### src/rtl/counter_16_if.sv
// counter_16_if: groups the fetch-side load/increment controls and the
// counter output of the 16-bit program counter.
//   d_in  - parallel load value (jump target)
//   load  - capture d_in on the next rising edge
//   inc   - add one on the next rising edge
//   d_out - current counter value (register output)
// master: the controller driving load/inc/d_in and reading d_out.
// slave : the counter itself.
interface counter_16_if;
  logic [15:0] d_in;
  logic        load;
  logic        inc;
  logic [15:0] d_out;

  modport master (output d_in, output load, output inc, input d_out);
  modport slave  (input d_in, input load, input inc, output d_out);
endinterface

### src/rtl/counter_16.sv
// counter_16: 16-bit loadable program counter.
// Priority on each rising edge: reset (async, active low) > load > inc > hold.
// d_out comes straight from the state register; there is no combinational
// path from any input to the output.
// Ports:
//   clk   - system clock
//   reset - asynchronous active-low clear
//   bus   - counter_16_if.slave (d_in, load, inc, d_out)
// Build option: define COUNTER_16_SAT_EN to make the increment saturate at
// 0xFFFF instead of wrapping to 0x0000. Load and reset are unaffected.
module counter_16 (
  input  logic          clk,
  input  logic          reset,
  counter_16_if.slave   bus
);

  logic [15:0] count;
  logic [15:0] count_inc;

`ifdef COUNTER_16_SAT_EN
  // Hold at all-ones rather than rolling over.
  assign count_inc = (count == 16'hFFFF) ? count : count + 16'd1;
`else
  assign count_inc = count + 16'd1;
`endif

  always_ff @(posedge clk or negedge reset) begin
    if (!reset)        count <= 16'h0000;
    else if (bus.load) count <= bus.d_in;   // jump wins over increment
    else if (bus.inc)  count <= count_inc;
  end

  assign bus.d_out = count;

endmodule

### src/flat_wrapper.sv
// flat-port wrapper written by rule: the top's interface ports become plain ports
module counter_16_flat 
  (clk, reset, bus_d_in, bus_load, bus_inc, bus_d_out);
  counter_16_if bus_i ();
  input  logic clk;
  input  logic reset;
  input wire logic [$bits(bus_i.d_in)-1:0] bus_d_in;
  input wire logic [$bits(bus_i.load)-1:0] bus_load;
  input wire logic [$bits(bus_i.inc)-1:0] bus_inc;
  output wire logic [$bits(bus_i.d_out)-1:0] bus_d_out;
  assign bus_i.d_in = bus_d_in;
  assign bus_i.load = bus_load;
  assign bus_i.inc = bus_inc;
  assign bus_d_out = bus_i.d_out;
  counter_16 u_core (.clk(clk), .reset(reset), .bus(bus_i));
endmodule
### config.mk
export PLATFORM = sky130hd
export DESIGN_NAME = counter_16_flat
export DESIGN_NICKNAME = d
export VERILOG_FILES = /design/src/rtl/counter_16_if.sv /design/src/rtl/counter_16.sv /design/src/flat_wrapper.sv
export SDC_FILE = /design/constraint.sdc
export NUM_CORES = 1
export LEC_CHECK = 0
export ABC_AREA = 1
export CAP_MARGIN = 0
export CORE_MARGIN = 2
export CORE_UTILIZATION = 25
export DETAILED_ROUTE_END_ITERATION = 7
export GPL_TIMING_DRIVEN = 1
export SYNTH_ARGS = -nofsm -noshare
export SYNTH_HDL_FRONTEND = slang
export SYNTH_SLANG_ARGS = --single-unit
### constraint.sdc
create_clock -name clk -period 1.39 [get_ports clk]
set_input_delay 0.278 -clock clk [delete_from_list [all_inputs] [get_ports clk]]
set_output_delay 0.278 -clock clk [all_outputs]
set_load 0.005 [all_outputs]
* Yosys cells after proc, flatten, opt, wreduce, memory -nomap -nowiden *
Cells that the tools add are included.

word-level totals
  register bits after elaboration = 16
  input port bits = 20
  output and inout port bits = 16
  logic and storage cells = 5

cells by class
  add/subtract/negate cells = 1
  multiplexer cells = 2
  reductions and logical operators = 1

operators with widths
  cell                   number
  $mux 16                2
  $add 16x1->16 const B  1
  $reduce_bool 2->1      1

* Logic depth before layout (Yosys ltp) *
Gate-level depths: netlist (run 1).

  depth in word-level cells = 3
  mapped depth = 8
  depth with buffers taken out = 8

* Worst setup path after synthesis (run 1) *
OpenSTA, ideal clock, no wires.

  kind = register to register
  from = register u_core.count[1] (netlist: u_core.bus.d_out[1])
  to = register u_core.count[12] (netlist: u_core.bus.d_out[12])
  library setup time = 0.121 ns
  arrival time = 1.093 ns
  data required time = 1.269 ns
  path slack = 0.176 ns
  cell stages (with the launch flop) = 9
  buffers on the path = 0
  period minus slack after synthesis = 1.214 ns
  cells stage by stage = dfrtp_1 ha_1 nand3_2 inv_1 nand2_2 nor2_1 nand2_1 nand3_1 nand2_1

between the ends
  cells in the longest elaborated chain, start to end = 3

ends and longest elaborated chain
  item                      RTL line          text
  start: declaration        counter_16.sv:17  logic [15:0] count;
  start signal: assignment  counter_16.sv:29  else if (bus.load) count <= bus.d_in;
  start signal: assignment  counter_16.sv:30  else if (bus.inc) count <= count_inc;
  $add 16x1->16             counter_16.sv:24  assign count_inc = count + 16'd1;
  $mux 16                   counter_16.sv:30
  $mux 16                   counter_16.sv:29

Every way passes these cells. The select of a mux whose other input is x is not followed.
A chain may end at the register's enable or synchronous reset.

* Final worst setup path (run 1) *
  from = register u_core.count[0] (netlist: u_core.bus.d_out[0])
  to = output port bus_d_out[0]

RTL lines
  item              RTL line            text
  end: declaration  flat_wrapper.sv:10  output wire logic [$bits(bus_i.d_out)-1:0] bus_d_out;

No word-level cell between the ends.

==> impl_metrics.tcl, run 1 <==
set metrics [dict create \
    drt-pass1-iter-count 4 \
    synth_net_count 157 \
    critPathCaptureType "output pin" \
    flip_flop_count_of_the_largest_register_after_layout 16 \
    most-common-layout-cells "nand2_1, buf_4, clkdlybuf4s50_1, nand3_1, dfrtp_1" \
    detail-route-antenna-nets 0 \
    ir_drop_mv 0.308 \
    dpl.cell_count 230 \
    routed_wirelength_um 2880 \
    clk_pin_slew_worst_paths_ns 0.06 \
    path_max_fanout 2 \
    post_layout_nonfiller_instances 246 \
    p_leak_nw 0.887 \
    synthAdderAreaFrac 0.0121 \
    max_freq_mhz 775 \
    worst_hold_path_type "primary input to asynchronous set/reset pin" \
    status "completed" \
    syn_to_final_growth_pct 65.6 \
    fillCellCount 415 \
    largest_family_of_logic_cells_by_synthesized_area "simple AND/OR/NAND/NOR gates" \
    crit_slowest_cell "dfrtp_1" \
    initial_core_util 0.258 \
    final_min_period_over_clock_period 0.928 \
    synthSimpleGateAreaFrac 0.315 \
    final_cell_area_um2 1710 \
    worst-slew-pin-transition_ns 0.259 \
    numClockSinks 16 \
    total_power_divided_by_cell_area_nw_per_um2 811 \
    cap_viol_max_count 0 \
    nets 219 \
    remaining_drc_errors 0 \
    cp-start-kind "register" \
    worstReg2RegStart "u_core.bus.d_out[0]" \
    clock-skew-final_ns 0.00448 \
    grt_pass1_wl_um 5040 \
    timing.critical_path.required_ns 1.11 \
    gp_congestion 0.790 \
    grt_remaining_overflow 0 \
    yosys.cell_types.count 23 \
    detail_route.wl_per_cell_um 11.7 \
    yosys_register_bits 16 \
    grt_pass1_vias 1154 \
    die_h_um 68.3 \
    yosys-mux-area-fraction 0 \
    die_x_um 68.3 \
    grt_util_all_layers 0.141 \
    grt_antenna_before_repair 0 \
    core_region_area_um2 4000 \
    routed-via-count 1131 \
    final_hold_viol_count 0 \
    drt_iter0_drc 31 \
    timing.final.setup_violations 0 \
    final_max_tran_viols 0 \
    path_class "register to output pin" \
    cts-buffers-inserted 3 \
    post_cts_hold_buffer_count 0 \
    placed_area_um2 1510 \
    grt_setup_unrepaired "no" \
    floorplan.die_area_um2 4660 \
    cts-root-to-sink-buffers 2 \
    maximum_number_of_pins_on_one_net_before_global_route_repair 17 \
    period_minus_slack_ns 1.29 \
    cts_tree "done" \
    totalNegativeSetupSlack_ns 0 \
    syn_area_um2 1030 \
    critical_path.startpoint "u_core.bus.d_out[0]" \
    post_synth_inst_count 136 \
    floorplan.rows 23 \
    clock_insertion_delay_worst_skew_ns 0.25 \
    boundaryPins 36 \
    synth_compound_gate_area_share 0.165 \
    htreeDepth 1 \
    final_layout_size_suffix_gt1_frac 0.230 \
    antenna_cells 0 \
    layout.cells.most_common "nand2_1" \
    route.detailed.vias_per_inst 4.60 \
    cp_data_arrival_time_ns 1.01 \
    syn_avg_cell_area_um2 7.59 \
    yosys_warnings 0 \
    hpwlAfterDp_um 2070 \
    synth-seq-area-share 0.388 \
    relSlewSlack 0.827 \
    synth_xor_area_frac 0.0509 \
    port_buffers 35 \
    root_buffer "clkbuf_8" \
    worstPathCellList "buf_4 > dlygate4sd2_1" \
    maximum_cell_stage_delay_along_the_critical_path_ns 0.38 \
]
## critical path: cells and delay by family (launching register included)
kind,cells,cell delay (ns)
flip-flops,1,0.38
buffers and inverters,2,0.38
## metrics by stage
step	hold slack (ns)	utilization	power, mW	setup slack (ns)
after CTS	0.360	0.410	1.39	0.00165
after detailed placement	0.552	0.378	0.992	-0.0849
after global placement	0.549	0.378	0.990	-0.0397
after global routing	0.379	0.427	1.48	0.0102
final	0.355	0.427	1.39	0.0999
after floorplan	-0.0176	-	0.748	0.176
## kinds of logic after synthesis
logic type                 after synthesis
AOI/OAI and AO/OA                       26
xor gates and xnor gates                 6
adders and majority gates                1
buffers and inverters                   17
DFF                                     16
and+or+nand+nor                         70
## layout make-up
type,instances,area [µm²],share of cell area
multi-input cells,103,593,0.347
well taps,50,62.6,0.0366
clock buffers,3,41.3,0.0242
inverters,15,56.3,0.0329
flip-flops and latches,16,404,0.236
repair buffers,59,552,0.323
## report_power, final
part	switching [mW]	internal (mW)	leakage [nW]	total, mW
combinational	0.223	0.270	0.676	0.493
sequential	0.0299	0.518	0.190	0.548
clock	0.154	0.192	0.0216	0.346
## layer usage
layer	wire, µm	global-route usage
met1	1350	0.182
met5	0	0
met2	1310	0.243
met4	18	0.0225
met3	194	0.0313
## final timing paths
kind | endpoint | slack (ns) | cells past startpoint
min | u_core.bus.d_out[6] | 0.36 | 2
max reg2reg | u_core.bus.d_out[8] | 0.13 | 8
min in group clk | u_core.bus.d_out[4] | 0.60 | 2
max in group asynchronous | u_core.bus.d_out[7] | 0.83 | 2
min reg2reg | u_core.bus.d_out[4] | 0.60 | 2
max | bus_d_out[0] | 0.1 | 2
## Yosys cell counts
library cell / instances / share of area
clkbuf_1: 1 / 0.0036
nand2_2: 4 / 0.024
a21oi_1: 4 / 0.019
nand4_1: 2 / 0.012
o21ai_0: 1 / 0.0048
o21bai_1: 3 / 0.022
nand3_2: 2 / 0.019
inv_2: 2 / 0.0073
nor2_1: 10 / 0.036
buf_6: 1 / 0.011
a22oi_1: 12 / 0.087
dfrtp_1: 16 / 0.39
ha_1: 1 / 0.012
o211ai_1: 1 / 0.0073
nand2_1: 33 / 0.12
xor2_1: 3 / 0.025
or2_1: 1 / 0.0061
inv_1: 13 / 0.047
xnor2_1: 3 / 0.025
nand3_1: 14 / 0.068
nor2_2: 3 / 0.018
o21ai_1: 5 / 0.024
nor2_4: 1 / 0.011
## repair_timing
action,CTS,global route
setup buffers,12,1
endpoints found under the setup margin,14,15
hold endpoints to repair,0,0
gates resized for setup,8,18
Power figures use the tool's default switching activity.
==> run 2, diff against run 1 <==
--- a/config.mk
+++ b/config.mk
@@ -11,6 +11,7 @@
 export CORE_UTILIZATION = 25
 export DETAILED_ROUTE_END_ITERATION = 7
 export GPL_TIMING_DRIVEN = 1
+export SETUP_SLACK_MARGIN = 0.15
 export SYNTH_ARGS = -nofsm -noshare
 export SYNTH_HDL_FRONTEND = slang
 export SYNTH_SLANG_ARGS = --single-unit
==> constraint.sdc (replaced) <==
create_clock -name clk -period 1.6 [get_ports clk]
set_input_delay 0.32 -clock clk [delete_from_list [all_inputs] [get_ports clk]]
set_output_delay 0.32 -clock clk [all_outputs]
set_load 0.005 [all_outputs]
==> run 2 against run 1 <==
  * Final cell count is 0.41% lower
  * Setup slack improved by 0.046 ns
  * Highest routed layer unchanged
  * Largest cell class unchanged
  * Cell area fell by 1.2%
  * Register-to-register slack gained 0.16 ns
  * First-iteration DRC count is 110% higher
  * Clock-buffer cell count unchanged
  * Largest power group unchanged
  * Wire length rose by 0.14%
==> impl_metrics.tcl, run 2 (synthesized netlist as in run 1, its figures left out) <==
set metrics [dict create \
    status "completed" \
    totalNegativeSetupSlack_ns 0 \
    fin_hold_ws_ns 0.397 \
    numClockSinks 16 \
    timing.final.setup_violations 0 \
    route.detailed.vias_per_inst 4.54 \
    grt_util_all_layers 0.137 \
    initial_core_util 0.258 \
    syn_to_final_growth_pct 63.5 \
    floorplan.rows 23 \
    path_max_fanout 3 \
    grt_pass1_vias 1076 \
    worst-r2r-setup-slack_ns 0.29 \
    drt-pass1-iter-count 5 \
    worstPathCellList "clkdlybuf4s50_1" \
    regArea_um2 408 \
    maximum_number_of_pins_on_one_net_before_global_route_repair 17 \
    cts_tree "done" \
    worst-slew-pin-transition_ns 0.250 \
    multi_input_area_um2 571 \
    final_layout_size_suffix_gt1_frac 0.241 \
    floorplan.die_area_um2 4660 \
    timing.critical_path.required_ns 1.28 \
    total_power_divided_by_cell_area_nw_per_um2 715 \
    dpl.cell_count 224 \
    flip_flop_count_of_the_largest_register_after_layout 16 \
    grt_remaining_overflow 0 \
    crit_family "buffers and inverters" \
    antenna_cells 0 \
    critPathCaptureType "output pin" \
    p_leak_nw 0.869 \
    port_buffers 35 \
    grt_pass1_wl_um 4790 \
    crit_slowest_cell "clkdlybuf4s50_1" \
    detail_route.wl_per_cell_um 11.8 \
    final_hold_viol_count 0 \
    htreeDepth 1 \
    gp_congestion 0.789 \
    post_layout_nonfiller_instances 245 \
    maximum_cell_stage_delay_along_the_critical_path_ns 0.50 \
    ir_drop_mv 0.286 \
    relSlewSlack 0.833 \
    path_class "register to output pin" \
    post_cts_hold_buffer_count 0 \
    grt_setup_unrepaired "yes" \
    most-common-layout-cells "nand2_1, clkdlybuf4s50_1, buf_4, nand3_1" \
    cap_viol_max_count 0 \
    routed-via-count 1113 \
    final_min_period_over_clock_period 0.909 \
    nets 218 \
    drt_iter0_drc 65 \
    cts-root-to-sink-buffers 2 \
    remaining_drc_errors 0 \
    grt_antenna_before_repair 0 \
    layout.cells.most_common "nand2_1" \
    core_region_area_um2 4000 \
    clk_pin_slew_worst_paths_ns 0.07 \
    hpwlAfterDp_um 2020 \
    detail-route-antenna-nets 0 \
    number_of_buffers_and_inverters_on_the_critical_path 1 \
    max_freq_mhz 688 \
    final_max_tran_viols 0 \
    cp_data_arrival_time_ns 1.13 \
    cts-buffers-inserted 3 \
    clock_insertion_delay_worst_skew_ns 0.25 \
    clock-skew-final_ns 0.00291 \
    period_minus_slack_ns 1.45 \
    die_h_um 68.3 \
    routed_wirelength_um 2880 \
    worst_hold_path_type "primary input to asynchronous set/reset pin" \
    root_buffer "clkbuf_8" \
    fillCellCount 419 \
    cp-start-kind "register" \
    die_x_um 68.3 \
    boundaryPins 36 \
]
[run 2: changes by cell type in the layout (fill, tap and decap cells not counted)]
cell / delta
dfrtp_2: +3
buf_4: -1
dlygate4sd2_1: -4
ha_2: +1
nand3_4: -1
dfrtp_1: -3
nand3_2: +1
ha_4: -1
nor2_4: -1
clkdlybuf4s50_1: +4
nor2_2: +1
[run 2: worst reg2reg max path, stage by stage (launching register included)]
cell and delay, ns:
dfrtp_1 0.36, buf_4 0.14, ha_2 0.18, nand3_2 0.11, inv_2 0.09, nand2_4 0.07
nor2_2 0.08, nand2_1 0.05, nand3_1 0.07, nand2_1 0.05
[run 2: timing repair]
action                                  CTS  global route
resized for setup                         7            15
endpoints found under the setup margin   15            17
pin swaps                                 0             1
buffers inserted                         14             4
[run 2: final timing paths]
path                                       from                   end  cells after the start
max                         u_core.bus.d_out[4]          bus_d_out[4]                      1
min                                       reset   u_core.bus.d_out[2]                      2
max reg2reg                 u_core.bus.d_out[1]  u_core.bus.d_out[12]                      9
min reg2reg                u_core.bus.d_out[10]  u_core.bus.d_out[10]                      3
max in group asynchronous                 reset  u_core.bus.d_out[11]                      2
min in group clk           u_core.bus.d_out[10]  u_core.bus.d_out[10]                      3
[run 2: cell type report]
class	count	share of cell area
timing repair buffer	58	0.325
sequential	16	0.242
clock buffer	3	0.0245
inverter	15	0.0334
multi-input combinational	103	0.338
tap	50	0.0371
[run 2: power breakdown]
part / switching (mW) / total (mW) / leakage (nW) / internal [mW]
sequential: 0.0251 / 0.476 / 0.187 / 0.451
clock: 0.141 / 0.308 / 0.0216 / 0.167
combinational: 0.187 / 0.423 / 0.661 / 0.236
[run 2: metrics by stage]
| stage | worst slack (ns) | total power, mW | instance area [µm²] | util |
|---|---|---|---|---|
| after floorplan | 0.386 | 0.650 | 1030 | - |
| after detailed placement | 0.0766 | 0.840 | 1470 | 0.367 |
| after CTS | 0.0846 | 1.21 | 1620 | 0.405 |
| final | 0.146 | 1.21 | 1690 | 0.422 |
| after global placement | 0.112 | 0.839 | 1470 | 0.367 |
| after global routing | 0.112 | 1.29 | 1690 | 0.422 |
[run 2: per-layer routing]
layer / up-vias / track usage / part of all wire
li1: 573 / - / -
met1: 509 / 0.181 / 0.49
met2: 27 / 0.220 / 0.44
met3: 4 / 0.0313 / 0.051
met4: 0 / 0.0450 / 0.013
met5: - / 0 / 0
==> run 3, diff against run 2 <==
==> constraint.sdc (replaced) <==
create_clock -name clk -period 1.6 [get_ports clk]
set_input_delay 0.24 -clock clk [delete_from_list [all_inputs] [get_ports clk]]
set_output_delay 0.24 -clock clk [all_outputs]
set_load 0.005 [all_outputs]
==> run 3 against run 2 <==
  * Utilization decreased by 0.66 points
  * Register-to-register slack barely moved
  * Combinational power is essentially flat
  * Sequential share of layout area up 0.31 points
  * Critical path type unchanged
==> impl_metrics.tcl, run 3 (synthesized netlist as in run 1, its figures left out) <==
set metrics [dict create \
    status "completed" \
    dpl.cell_count 222 \
    p_leak_nw 0.764 \
    layout.core_utilization 0.415 \
    initial_core_util 0.258 \
    final_hold_viol_count 0 \
    root_buffer "clkbuf_8" \
    cp_data_arrival_time_ns 1.15 \
    worstPathCellList "clkdlybuf4s50_1" \
    die_x_um 68.3 \
    cp-start-kind "register" \
    number_of_buffers_and_inverters_on_the_critical_path 1 \
    worstReg2RegStart "u_core.bus.d_out[1]" \
    port_buffers 35 \
    pre_cts_worst_setup_slack_ns 0.145 \
    htreeDepth 1 \
    crit_family "buffers and inverters" \
    path_max_fanout 4 \
    post_layout_nonfiller_instances 244 \
    routed-via-count 1103 \
    remaining_drc_errors 0 \
    clock-skew-final_ns 0.00562 \
    cts-buffers-inserted 3 \
    core_region_area_um2 4000 \
    nets 216 \
    final_min_period_over_clock_period 0.867 \
    drt-pass1-iter-count 6 \
    totalNegativeSetupSlack_ns 0 \
    maximum_cell_stage_delay_along_the_critical_path_ns 0.51 \
    floorplan.rows 23 \
    cap_viol_max_count 0 \
    worst_hold_path_type "primary input to asynchronous set/reset pin" \
    floorplan.die_area_um2 4660 \
    flip_flop_count_of_the_largest_register_after_layout 16 \
    antenna_cells 0 \
    period_minus_slack_ns 1.39 \
    total_power_divided_by_cell_area_nw_per_um2 763 \
    grt_pass1_wl_um 4910 \
    boundaryPins 36 \
    final_critical_path_setup_slack_ns 0.213 \
    grt_setup_unrepaired "no" \
    die_h_um 68.3 \
    detail_route.wl_per_cell_um 11.7 \
    timing.final.setup_violations 0 \
    final_layout_size_suffix_gt1_frac 0.227 \
    hpwlAfterDp_um 2010 \
    gp_congestion 0.785 \
    critPathCaptureType "output pin" \
    numClockSinks 16 \
    final_max_tran_viols 0 \
    grt_pass1_vias 1054 \
    clk_pin_slew_worst_paths_ns 0.07 \
    syn_to_final_growth_pct 61.0 \
    critical_path.startpoint "u_core.bus.d_out[10]" \
    cts_tree "done" \
    ir_drop_mv 0.302 \
    crit_slowest_cell "clkdlybuf4s50_1" \
    route.detailed.vias_per_inst 4.52 \
    detail-route-antenna-nets 0 \
    path_class "register to output pin" \
    worst-slew-pin-transition_ns 0.264 \
    drt_iter0_drc 46 \
    maximum_number_of_pins_on_one_net_before_global_route_repair 17 \
    clock_insertion_delay_worst_skew_ns 0.25 \
    grt_antenna_before_repair 0 \
    cts-root-to-sink-buffers 2 \
    grt_util_all_layers 0.141 \
    timing.critical_path.required_ns 1.36 \
    relSlewSlack 0.824 \
    most-common-layout-cells "nand2_1, clkdlybuf4s50_1, buf_4, nand3_1" \
    max_freq_mhz 721 \
    post_cts_hold_buffer_count 0 \
    routed_wirelength_um 2850 \
    grt_remaining_overflow 0 \
]
-- run 3: cell count changes in the layout (fill, tap and decap cells not counted), sizes merged --
cell and delta:
clkbuf +1, buf -2, clkdlybuf4s50 +10, dlygate4sd2 -1, dlymetal6s2s -9
-- run 3: final cells by class --
cell class | instances | area, µm²
fillers | 422 | 2340
multi-input cells | 103 | 568
flip-flops and latches | 16 | 407
inverters | 15 | 56.3
repair buffers | 56 | 513
clock buffers | 4 | 55.1
well taps | 50 | 62.6
-- run 3: routing by layer --
metal / global-route usage / up-vias / routed length (µm)
met3: 0.0313 / 2 / 156
met4: 0.0375 / 0 / 13
li1: - / 572 / -
met5: 0 / - / 0
met2: 0.220 / 26 / 1320
met1: 0.196 / 503 / 1350
-- run 3: worst register-to-register path: cells and delay by family (launching register included) --
family / cells / cell delay [ns]
adders and majority gates: 1 / 0.17
buffers and inverters: 2 / 0.20
and+or+nand+nor: 3 / 0.27
DFF: 1 / 0.39
AOI/OAI and AO/OA: 2 / 0.17
-- run 3: final timing paths --
path / cells after the start / endpoint / slack, ns
max: 1 / bus_d_out[10] / 0.21
min: 2 / u_core.bus.d_out[6] / 0.31
max reg2reg: 8 / u_core.bus.d_out[8] / 0.28
min reg2reg: 2 / u_core.bus.d_out[1] / 0.51
max in group asynchronous: 2 / u_core.bus.d_out[7] / 1.08
min in group clk: 2 / u_core.bus.d_out[1] / 0.51
-- run 3: report_power, final --
part	internal (mW)	switching, mW
registers	0.451	0.0331
clock network	0.218	0.145
logic	0.241	0.179
total	0.910	0.357
-- run 3: repair_timing --
| item | CTS | global route |
|---|---|---|
| pin swaps | 0 | 2 |
| endpoints found under the setup margin | 12 | 11 |
| resized for setup | 5 | 5 |
| setup buffers | 8 | 10 |
-- run 3: stage by stage --
step                      area (µm²)  hold WS [ns]  total power, mW
after global routing            1660         0.338             1.35
after global placement          1450         0.550            0.834
after floorplan                 1030       -0.0556            0.650
final                           1660         0.313             1.27
after detailed placement        1450         0.549            0.835
after CTS                       1570         0.321             1.24
